<file path="src/rtl/magic_pkg.sv">
// Shared types for the MAGIC NOR executor: opcodes, FSM states and the latched instruction.
package magic_pkg;

    localparam int CELL_ADDR_W = 6;

    typedef enum logic [1:0] {
        OP_NOR2 = 2'd0,
        OP_INV1 = 2'd1,
        OP_OUT  = 2'd2,
        OP_END  = 2'd3
    } op_e;

    typedef enum logic [1:0] {
        S_IDLE  = 2'd0,
        S_FETCH = 2'd1,
        S_INIT  = 2'd2,
        S_EVAL  = 2'd3
    } state_e;

    typedef struct packed {
        op_e                    op;
        logic [CELL_ADDR_W-1:0] a;
        logic [CELL_ADDR_W-1:0] b;
        logic [CELL_ADDR_W-1:0] d;
    } instr_t;

endpackage

</file>
<file path="src/rtl/magic_cell_row.sv">
// One crossbar row of bit cells: two combinational read ports, one write port,
// and a bulk load that places the primary inputs in the low cells and clears the rest.
module magic_cell_row #(
    parameter int NUM_CELLS = 64,
    parameter int ADDR_W    = 6,
    parameter int NUM_IN    = 10
) (
    input  logic              clk,
    input  logic              rst,
    input  logic              load,
    input  logic [NUM_IN-1:0] load_data,
    input  logic              we,
    input  logic [ADDR_W-1:0] waddr,
    input  logic              wdata,
    input  logic [ADDR_W-1:0] raddr_a,
    input  logic [ADDR_W-1:0] raddr_b,
    output logic              rdata_a,
    output logic              rdata_b
);

    logic cells_reg [NUM_CELLS];

    generate
        for (genvar gi = 0; gi < NUM_CELLS; gi++) begin : g_cell
            // Load takes priority over a gate write; the FSM never asserts both.
            if (gi < NUM_IN) begin : g_pi
                always_ff @(posedge clk) begin
                    if (rst)
                        cells_reg[gi] <= 1'b0;
                    else if (load)
                        cells_reg[gi] <= load_data[gi];
                    else if (we && waddr == ADDR_W'(gi))
                        cells_reg[gi] <= wdata;
                end
            end else begin : g_work
                always_ff @(posedge clk) begin
                    if (rst || load)
                        cells_reg[gi] <= 1'b0;
                    else if (we && waddr == ADDR_W'(gi))
                        cells_reg[gi] <= wdata;
                end
            end
        end
    endgenerate

    assign rdata_a = cells_reg[raddr_a];
    assign rdata_b = cells_reg[raddr_b];

endmodule

</file>
<file path="src/rtl/magic_nor_executor.sv">
// Sequential MAGIC NOR2/INV1 evaluator: fetches gate instructions and runs each
// as an INIT step (output cell to 1) followed by an EVAL step (output cell to NOR).
module magic_nor_executor
    import magic_pkg::*;
#(
    parameter int NUM_CELLS = 64,
    parameter int ADDR_W    = CELL_ADDR_W,
    parameter int NUM_IN    = 10,
    parameter int CNT_W     = 16
) (
    input  logic              clk,
    input  logic              rst,
    input  logic              start,
    input  logic [NUM_IN-1:0] x,
    input  logic              instr_valid,
    output logic              instr_ready,
    input  logic [1:0]        instr_op,
    input  logic [ADDR_W-1:0] instr_a,
    input  logic [ADDR_W-1:0] instr_b,
    input  logic [ADDR_W-1:0] instr_d,
    output logic              z,
    output logic              z_valid,
    output logic              done,
    output logic              busy,
    output logic              err,
    output logic [CNT_W-1:0]  gate_count,
    output logic [CNT_W-1:0]  step_count
);

    localparam logic [ADDR_W:0] NUM_IN_L = (ADDR_W + 1)'(NUM_IN);

    state_e            state_reg, state_next;
    instr_t            instr_reg, instr_next;
    logic              err_reg, err_next;
    logic              z_reg, z_next;
    logic              z_valid_reg, z_valid_next;
    logic              done_reg, done_next;
    logic [CNT_W-1:0]  gate_reg, gate_next;
    logic [CNT_W-1:0]  step_reg, step_next;

    logic              row_load, row_we, row_wdata;
    logic [ADDR_W-1:0] raddr_a;
    logic              rdata_a, rdata_b;
    logic              ready_int;
    logic              hazard, pi_overwrite;
    op_e               op_in;

    assign op_in        = op_e'(instr_op);
    assign hazard       = (instr_d == instr_a) || (op_in == OP_NOR2 && instr_d == instr_b);
    assign pi_overwrite = {1'b0, instr_d} < NUM_IN_L;
    // Port A serves OUT reads while fetching and gate operand A during EVAL.
    assign raddr_a      = (state_reg == S_FETCH) ? instr_a : instr_reg.a;

    magic_cell_row #(
        .NUM_CELLS (NUM_CELLS),
        .ADDR_W    (ADDR_W),
        .NUM_IN    (NUM_IN)
    ) u_row (
        .clk       (clk),
        .rst       (rst),
        .load      (row_load),
        .load_data (x),
        .we        (row_we),
        .waddr     (instr_reg.d),
        .wdata     (row_wdata),
        .raddr_a   (raddr_a),
        .raddr_b   (instr_reg.b),
        .rdata_a   (rdata_a),
        .rdata_b   (rdata_b)
    );

    always_ff @(posedge clk) begin
        if (rst) begin
            state_reg   <= S_IDLE;
            instr_reg   <= '0;
            err_reg     <= 1'b0;
            z_reg       <= 1'b0;
            z_valid_reg <= 1'b0;
            done_reg    <= 1'b0;
            gate_reg    <= '0;
            step_reg    <= '0;
        end else begin
            state_reg   <= state_next;
            instr_reg   <= instr_next;
            err_reg     <= err_next;
            z_reg       <= z_next;
            z_valid_reg <= z_valid_next;
            done_reg    <= done_next;
            gate_reg    <= gate_next;
            step_reg    <= step_next;
        end
    end

    always_comb begin
        state_next   = state_reg;
        instr_next   = instr_reg;
        err_next     = err_reg;
        z_next       = z_reg;
        z_valid_next = 1'b0;
        done_next    = 1'b0;
        gate_next    = gate_reg;
        step_next    = step_reg;
        row_load     = 1'b0;
        row_we       = 1'b0;
        row_wdata    = 1'b0;
        ready_int    = 1'b0;
        case (state_reg)
            S_IDLE: begin
                if (start) begin
                    row_load   = 1'b1;
                    err_next   = 1'b0;
                    gate_next  = '0;
                    step_next  = '0;
                    state_next = S_FETCH;
                end
            end
            S_FETCH: begin
                ready_int = 1'b1;
                if (instr_valid) begin
                    case (op_in)
                        OP_NOR2, OP_INV1: begin
                            // A self-referencing gate is dropped so the fetch slot frees up next cycle.
                            if (hazard) begin
                                err_next = 1'b1;
                            end else begin
                                instr_next = '{op: op_in, a: instr_a, b: instr_b, d: instr_d};
                                if (pi_overwrite)
                                    err_next = 1'b1;
                                state_next = S_INIT;
                            end
                        end
                        OP_OUT: begin
                            z_next       = rdata_a;
                            z_valid_next = 1'b1;
                        end
                        default: begin
                            done_next  = 1'b1;
                            state_next = S_IDLE;
                        end
                    endcase
                end
            end
            S_INIT: begin
                row_we    = 1'b1;
                row_wdata = 1'b1;
                if (step_reg != '1)
                    step_next = step_reg + CNT_W'(1);
                state_next = S_EVAL;
            end
            S_EVAL: begin
                row_we    = 1'b1;
                row_wdata = (instr_reg.op == OP_INV1) ? ~rdata_a : ~(rdata_a | rdata_b);
                if (step_reg != '1)
                    step_next = step_reg + CNT_W'(1);
                if (gate_reg != '1)
                    gate_next = gate_reg + CNT_W'(1);
                state_next = S_FETCH;
            end
            default: state_next = S_IDLE;
        endcase
    end

    // Outputs are forced to their reset values for the whole time rst is high.
    assign instr_ready = ready_int & ~rst;
    assign busy        = (state_reg != S_IDLE) & ~rst;
    assign z           = z_reg & ~rst;
    assign z_valid     = z_valid_reg & ~rst;
    assign done        = done_reg & ~rst;
    assign err         = err_reg & ~rst;
    assign gate_count  = rst ? '0 : gate_reg;
    assign step_count  = rst ? '0 : step_reg;

endmodule

</file>
<file path="config.mk">
export PLATFORM = sky130hd
export DESIGN_NAME = magic_nor_executor
export DESIGN_NICKNAME = d
export VERILOG_FILES = /design/src/rtl/magic_pkg.sv /design/src/rtl/magic_cell_row.sv /design/src/rtl/magic_nor_executor.sv
export SDC_FILE = /design/constraint.sdc
export NUM_CORES = 1
export LEC_CHECK = 0
export ABC_AREA = 1
export CAP_MARGIN = 20
export CORE_ASPECT_RATIO = 0.75
export CORE_MARGIN = 2
export CORE_UTILIZATION = 65
export DETAILED_ROUTE_END_ITERATION = 7
export DONT_BUFFER_PORTS = 1
export PLACE_DENSITY = 0.81
export SLEW_MARGIN = 20
export SYNTH_ARGS = -nofsm -noshare
export SYNTH_HDL_FRONTEND = slang
export SYNTH_HIERARCHICAL = 1
export SYNTH_SLANG_ARGS = --single-unit
</file>
<file path="constraint.sdc">
create_clock -name clk -period 4.8 [get_ports clk]
set_input_delay 0.48 -clock clk [delete_from_list [all_inputs] [get_ports clk]]
set_output_delay 0.48 -clock clk [all_outputs]
set_load 0.01 [all_outputs]
</file>
==> results of run 1 <==
==> worst max-delay path, stage by stage, from the launching register on <==
cell and delay (ns):
dfxtp_1 0.45, inv_1 0.13, ha_1 0.38, nand2_1 0.15, o21ai_2 0.06, buf_4 0.25, inv_2 0.44, nand2_1 0.14
nand3_1 0.10, nand3_1 0.10, nand2_1 0.08, nand2_1 0.04, nand3_1 0.09, nand3_1 0.07, nand2_1 0.10, nor2_1 0.05
a21o_1 0.20, nand2_1 0.07, buf_4 0.45, nor2_1 0.12
==> per-layer routing <==
metal	track usage	routed length, um	share of wire	vias to the layer above
li1	-	-	-	3799
met1	0.471	9370	0.44	3485
met2	0.473	9020	0.43	437
met3	0.0909	2410	0.11	40
met4	0.0953	362	0.017	0
met5	0	0	0	-
==> logic make-up (layout without fill, tap and decap cells) <==
group	after synthesis	count (layout)
adders and majority gates	7	7
DFF	122	122
AOI/OAI and AO/OA	70	70
buffers and inverters	194	177
and+or+nand+nor	818	818
xor gates and xnor gates	13	13
==> where the power goes <==
| part | leakage [uW] | switching [uW] | total [uW] | internal (uW) |
|---|---|---|---|---|
| Clock | 0.000266 | 496 | 1180 | 689 |
| Combinational | 0.00214 | 692 | 948 | 257 |
| Sequential | 0.00116 | 95.3 | 1320 | 1220 |
| Total | 0.00357 | 1280 | 3450 | 2170 |
==> synthesized netlist by cell type (all sizes together) <==
cell,n,area share
nand2,428,0.21
o31ai,10,0.0094
nor3b,1,0.00094
o21a,1,0.00094
nor3,16,0.018
o21ai,29,0.018
buf,39,0.030
a31oi,2,0.0016
a21o,1,0.00094
inv,135,0.063
a21oi,24,0.018
o21bai,1,0.00094
dfxtp,58,0.14
o211ai,1,0.00094
ha,7,0.011
xor2,12,0.013
and3,2,0.0016
nor2,208,0.10
clkinv,2,0.00094
clkbuf,18,0.0084
o22ai,1,0.00078
edfxtp,64,0.24
nand3,142,0.090
xnor2,1,0.0011
nand3b,2,0.0019
nand4,19,0.015
==> stage by stage <==
step | hold WS [ns] | area (um^2) | power (uW)
2_1_floorplan | 0.429 | 8010 | 2040
3_3_place_gp | 0.440 | 7980 | 2230
3_5_place_dp | 0.445 | 7980 | 2250
4_1_cts | 0.110 | 8530 | 3430
5_1_grt | 0.0981 | 8530 | 3630
6_report | 0.127 | 8530 | 3450
==> cell usage in the layout, fill, tap and decap left out, types with 12 or more instances in the layout <==
cell type	netlist	layout
nand3_1	140	140
o21ai_0	27	25
dfxtp_1	58	58
nand2_1	415	414
edfxtp_1	64	64
a21oi_1	18	18
nand4_1	19	19
nor2_1	204	203
inv_1	124	124
xor2_1	12	12
clkbuf_16	0	17
==> cell type report <==
cell class	count	area, um^2	share of cell area
multi-input combinational	908	4120	0.483
sequential	122	3080	0.361
clock buffer	19	453	0.0531
inverter	137	514	0.0603
clock inverter	13	93.8	0.0110
timing repair buffer	8	60.1	0.00704
tap	166	208	0.0244
==> path summary, 6_finish.rpt <==
| kind | start | slack [ns] | to | depth (start not counted) |
|---|---|---|---|---|
| max | state_reg[1]$_SDFFE_PP0P_ | 0.97 | u_row/cells_reg[14]$_DFFE_PP_ | 19 |
| min | rst | 0.13 | gate_reg[4]$_SDFFE_PP0P_ | 1 |
| max reg2reg | state_reg[1]$_SDFFE_PP0P_ | 0.97 | u_row/cells_reg[14]$_DFFE_PP_ | 19 |
| min reg2reg | instr_reg[19]$_SDFFE_PP0P_ | 0.47 | instr_reg[19]$_SDFFE_PP0P_ | 2 |
==> impl_results.md, run 1 <==
* Fraction of layout cells with a size suffix above 1 at 0.0704
* DR vias at 7761
* Placed insts at 1341
* Worst Path Required at 4.94 ns
* Row cnt at 35
* Slew margin rel. at 0.409
* Via density at 5.65
* Adder-cell share of the synthesized area at 0.0109
* GRT Residual Overflow at 0
* RSZ-0062 raised after global routing: no
* Routed WL per cell at 15.4 um
* Setup_tns at 0 ns
* Post-Syn Instances at 1224
* Hold_buf cts at 0
* CTS sink cnt at 122
* Yosys Warn Count at 6
* First-pass detailed-route iteration total at 6
* Clock tree buffer depth at 2
* Crit path kind: flip-flop to flip-flop
* Post-Place Worst Slack at 1.13 ns
* Syn_area_per_cell at 6.54 um^2
* Max reg flops at 64
* P per Cell Area at 404 nW/um^2
* Synthesized net count at 1265
* Setup Skew at 0.00790 ns
* 1st-iter DRT viols at 799
* Die area at 13200 um^2
* Initial Util at 0.660
* Post-synth cell types at 40
* Setup crit end kind: flip-flop
* Worst-Skew Late Latency at 0.42 ns
* CTS Buf Count at 17
* Final setup viols at 0
* Dpl hpwl at 14.7 mm
* Layout Cells excl Fill at 1373
* Post-CTS sizing at 0
* Layout area overhead at 6.52%
* Synth Area in XOR/XNOR at 0.0142
* Startpoint types: flip-flop
* Vias in the first global route at 6657
* # nets final at 1235
* Placeable Area at 12100 um^2
* Largest family of logic cells by synthesized area: simple AND/OR/NAND/NOR gates
* Die H at 100 um
* Maximum VDD drop at 0.000293 V
* Clock slew at reported path FFs at 0.06 ns
* Number of diodes at 0
* Max-Cap Viols at 0
* Max Freq at 261 MHz
* Final period util at 0.797
* I/O pin cnt at 72
* Setup bufs post-CTS at 0
* Chip Width at 132 um
* Gp weighted congestion at 0.973
* Final core utilization at 0.703
* Root Buffer: clkbuf_16
* Status: finished clean
* Final WL at 21.2 mm
* Gr usage total at 0.324
* Final hold violations at 0
* Routed Antenna Nets at 0
* Mux share of post-synthesis cell area at 0
* Fill cells at 1040
* Leakage at 0.00357 uW
* Crit path DAT at 3.97 ns
* Port buffer count at 0
* Mapped Area at 8010 um^2
* Min Tclk post-route at 3.83 ns
* Final setup slack of the worst path at 0.974 ns
* Yosys reg bits at 122
* Hold Path Class: primary input to flip-flop
* Worst-path maximum fanout at 54
* Worst Tran Pin Value at 0.884 ns
* CTS tree: done
* Initial antenna violation count at 0
* Final Max Slew Viols at 0
* Largest net degree at the start of global routing at 59
* First-pass GRT wire length at 33.7 mm
* Synth Area in Compound Gates at 0.0514
* Simple-gate share of the synthesized area at 0.436
* DRC Markers at 0
* H-tree depth at 4
* Post-synthesis sequential area ratio at 0.385
No activity file was read; power rests on OpenSTA's default activity.
==> run 2, diff against run 1 <==
--- a/config.mk
+++ b/config.mk
@@ -9,10 +9,10 @@
 export CAP_MARGIN = 20
 export CORE_ASPECT_RATIO = 0.75
 export CORE_MARGIN = 2
-export CORE_UTILIZATION = 65
+export CORE_UTILIZATION = 58
 export DETAILED_ROUTE_END_ITERATION = 7
 export DONT_BUFFER_PORTS = 1
-export PLACE_DENSITY = 0.81
+export PLACE_DENSITY = 0.76
 export SLEW_MARGIN = 20
 export SYNTH_ARGS = -nofsm -noshare
 export SYNTH_HDL_FRONTEND = slang
==> constraint.sdc (replaced) <==
create_clock -name clk -period 3.27 [get_ports clk]
set_input_delay 0.327 -clock clk [delete_from_list [all_inputs] [get_ports clk]]
set_output_delay 0.327 -clock clk [all_outputs]
set_load 0.01 [all_outputs]
==> run 2 against run 1 <==
- utilization shrank 6.6 points
- clock power rose by 53%
- largest power group unchanged
- cell count rose by 1.4%
- critical path type unchanged
- global-route usage shrank 2.5 points
- clock skew decreased by 0.00055 ns
- total power grew 50%
- worst hold slack worse by 0.097 ns
- sequential cell count unchanged
- clock-buffer cell count increased by 1
- highest routed layer unchanged
==> impl_results.md, run 2 (same netlist as run 1, synthesis figures left out) <==
* CP max-delay cell: dfxtp_1
* Critical Path Stages at 17
* First-pass detailed-route iteration total at 6
* Worst-Skew Late Latency at 0.43 ns
* Final setup viols at 0
* Setup crit end kind: flip-flop
* Max Freq at 344 MHz
* Final core utilization at 0.637
* P per Cell Area at 598 nW/um^2
* Max reg flops at 64
* GRT Residual Overflow at 0
* Vias in the first global route at 6835
* R2R Path End: u_row/cells_reg[28]$_DFFE_PP_
* Reg-to-reg slack, setup at 0.36 ns
* Worst Path Required at 3.44 ns
* Leading cell types in the layout, fill and taps excluded: 415 x nand2_1, 203 x nor2_1, 140 x nand3_1
* CTS Buf Count at 17
* Hold Path Class: primary input to flip-flop
* Crit path kind: flip-flop to flip-flop
* Worst R2R Start: state_reg[0]$_SDFFE_PP0P_
* CTS tree: done
* Die H at 106 um
* Port buffer count at 0
* Max-Cap Viols at 0
* 1st-iter DRT viols at 970
* Placeable Area at 13600 um^2
* Buf/Inv on CP at 2
* # nets final at 1245
* Crit path DAT at 3.08 ns
* Multi-input gate area at 4120 um^2
* Crit path cell chain: ha_2 -> nand2_1 -> o21ai_2 -> buf_6 -> nand2_1 -> nand3_1 -> nand3_1 -> nand2_1 -> nand2_1 -> nand3_1 -> nand3_1 -> nand2_1 -> nor2_1 -> a21o_1 -> nand2_1 -> buf_12 -> nor2_1
* Fraction of layout cells with a size suffix above 1 at 0.0781
* Worst Tran Pin Value at 0.901 ns
* Routed WL per cell at 15.7 um
* Gp weighted congestion at 0.946
* CTS sink cnt at 122
* R2R cell count at 17
* Startpoint types: flip-flop
* Chip Width at 140 um
* Max incr delay on CP at 0.42 ns
* Status: finished clean
* Dpl hpwl at 15.3 mm
* Initial antenna violation count at 0
* Worst-path maximum fanout at 54
* First-pass GRT wire length at 34.9 mm
* Final Max Slew Viols at 0
* Clock slew at reported path FFs at 0.06 ns
* Leakage at 0.00365 uW
* Initial Util at 0.588
* Root Buffer: clkbuf_16
* Setup Skew at 0.00735 ns
* Crit. Startpoint: state_reg[0]$_SDFFE_PP0P_
* Gr usage total at 0.299
* CP delay by family, top: simple AND/OR/NAND/NOR gates
* RSZ-0062 raised after global routing: no
* Slew margin rel. at 0.397
* Layout area overhead at 8.30%
* Final hold violations at 0
* Final period util at 0.890
* Number of diodes at 0
* Worst Setup EP: u_row/cells_reg[28]$_DFFE_PP_
* Routed Antenna Nets at 0
* Min Tclk post-route at 2.91 ns
* DRC Markers at 0
* Fill cells at 1249
* Maximum VDD drop at 0.000443 V
* Row cnt at 37
* Final WL at 21.8 mm
* Commonest non-fill, non-tap cell in the layout: nand2_1
* Worst path most repeated cell: nand2_1
* I/O pin cnt at 72
* Clock tree buffer depth at 2
* Setup_tns at 0 ns
* Via density at 5.55
* H-tree depth at 4
* Register area at 3080 um^2
* Largest net degree at the start of global routing at 55
* Die area at 14800 um^2
* DR vias at 7732
==> run 2: cell count changes in the layout (fill, tap and decap cells not counted), sizes merged <==
cell and change:
clkbuf +1, clkinv -1, clkinvlp -1, buf +9, inv +1, dlygate4sd3 +1
==> run 2: final cells by class <==
| class | instances | share of cell area |
|---|---|---|
| Multi-Input combinational cell | 908 | 0.475 |
| Clock buffer | 20 | 0.0554 |
| Tap cell | 175 | 0.0252 |
| Timing Repair Buffer | 18 | 0.0192 |
| Clock inverter | 12 | 0.00981 |
| Inverter | 137 | 0.0600 |
| Sequential cell | 122 | 0.356 |
==> run 2: stage by stage <==
stage               instances  total power (uW)  setup WS [ns]  hold slack (ns)  instance area [um^2]
global route             1392              5440         0.0743           0.0365                  8670
floorplan                1224              3000          0.336            0.429                  8010
CTS                      1392              5160          0.238           0.0205                  8660
detailed placement       1359              3350          0.259            0.395                  8080
finish                   1392              5180          0.360           0.0306                  8670
global placement         1359              3330          0.315            0.394                  8080
==> run 2: worst register-to-register path: stages (launching register included) <==
cell	delay [ns]
dfxtp_1	0.42
ha_2	0.33
nand2_1	0.09
o21ai_2	0.10
buf_6	0.27
nand2_1	0.09
nand3_1	0.09
nand3_1	0.08
nand2_1	0.08
nand2_1	0.05
nand3_1	0.09
nand3_1	0.08
nand2_1	0.10
nor2_1	0.05
a21o_1	0.22
nand2_1	0.12
buf_12	0.24
nor2_1	0.14
==> run 2: power by group <==
group          internal, uW  switching (uW)  leakage, uW
logic                   413            1030      0.00220
clock network          1070             744     0.000285
registers              1790             135      0.00116
total                  3270            1910      0.00365
==> run 2: worst min-delay path by stage <==
stage	startpoint	endpoint	slack [ns]	cells past startpoint
3_5_place_dp	rst	step_reg[4]$_SDFFE_PP0P_	0.39	1
2_1_floorplan	instr_reg[19]$_SDFFE_PP0P_	instr_reg[19]$_SDFFE_PP0P_	0.43	2
4_1_cts	instr_op[1]	done_reg$_SDFF_PP0_	0.02	2
5_1_grt	instr_b[5]	instr_reg[11]$_SDFFE_PP0P_	0.04	2
3_3_place_gp	rst	step_reg[4]$_SDFFE_PP0P_	0.39	1
6_report	instr_op[1]	done_reg$_SDFF_PP0_	0.03	2
==> run 2: routing by layer <==
layer	routed length, um	vias up	global-route usage
met5	0	-	0
met3	2260	23	0.0713
met1	10200	3538	0.450
met4	234	0	0.0850
li1	-	3822	-
met2	9160	349	0.428
==> run 2: repair_timing <==
item | in CTS | in global routing
endpoints found under the setup margin | 0 | 64
hold endpoints to repair | 17 | 0
hold buffers | 1 | 0
buffers inserted | 0 | 0
resized for setup | 0 | 5
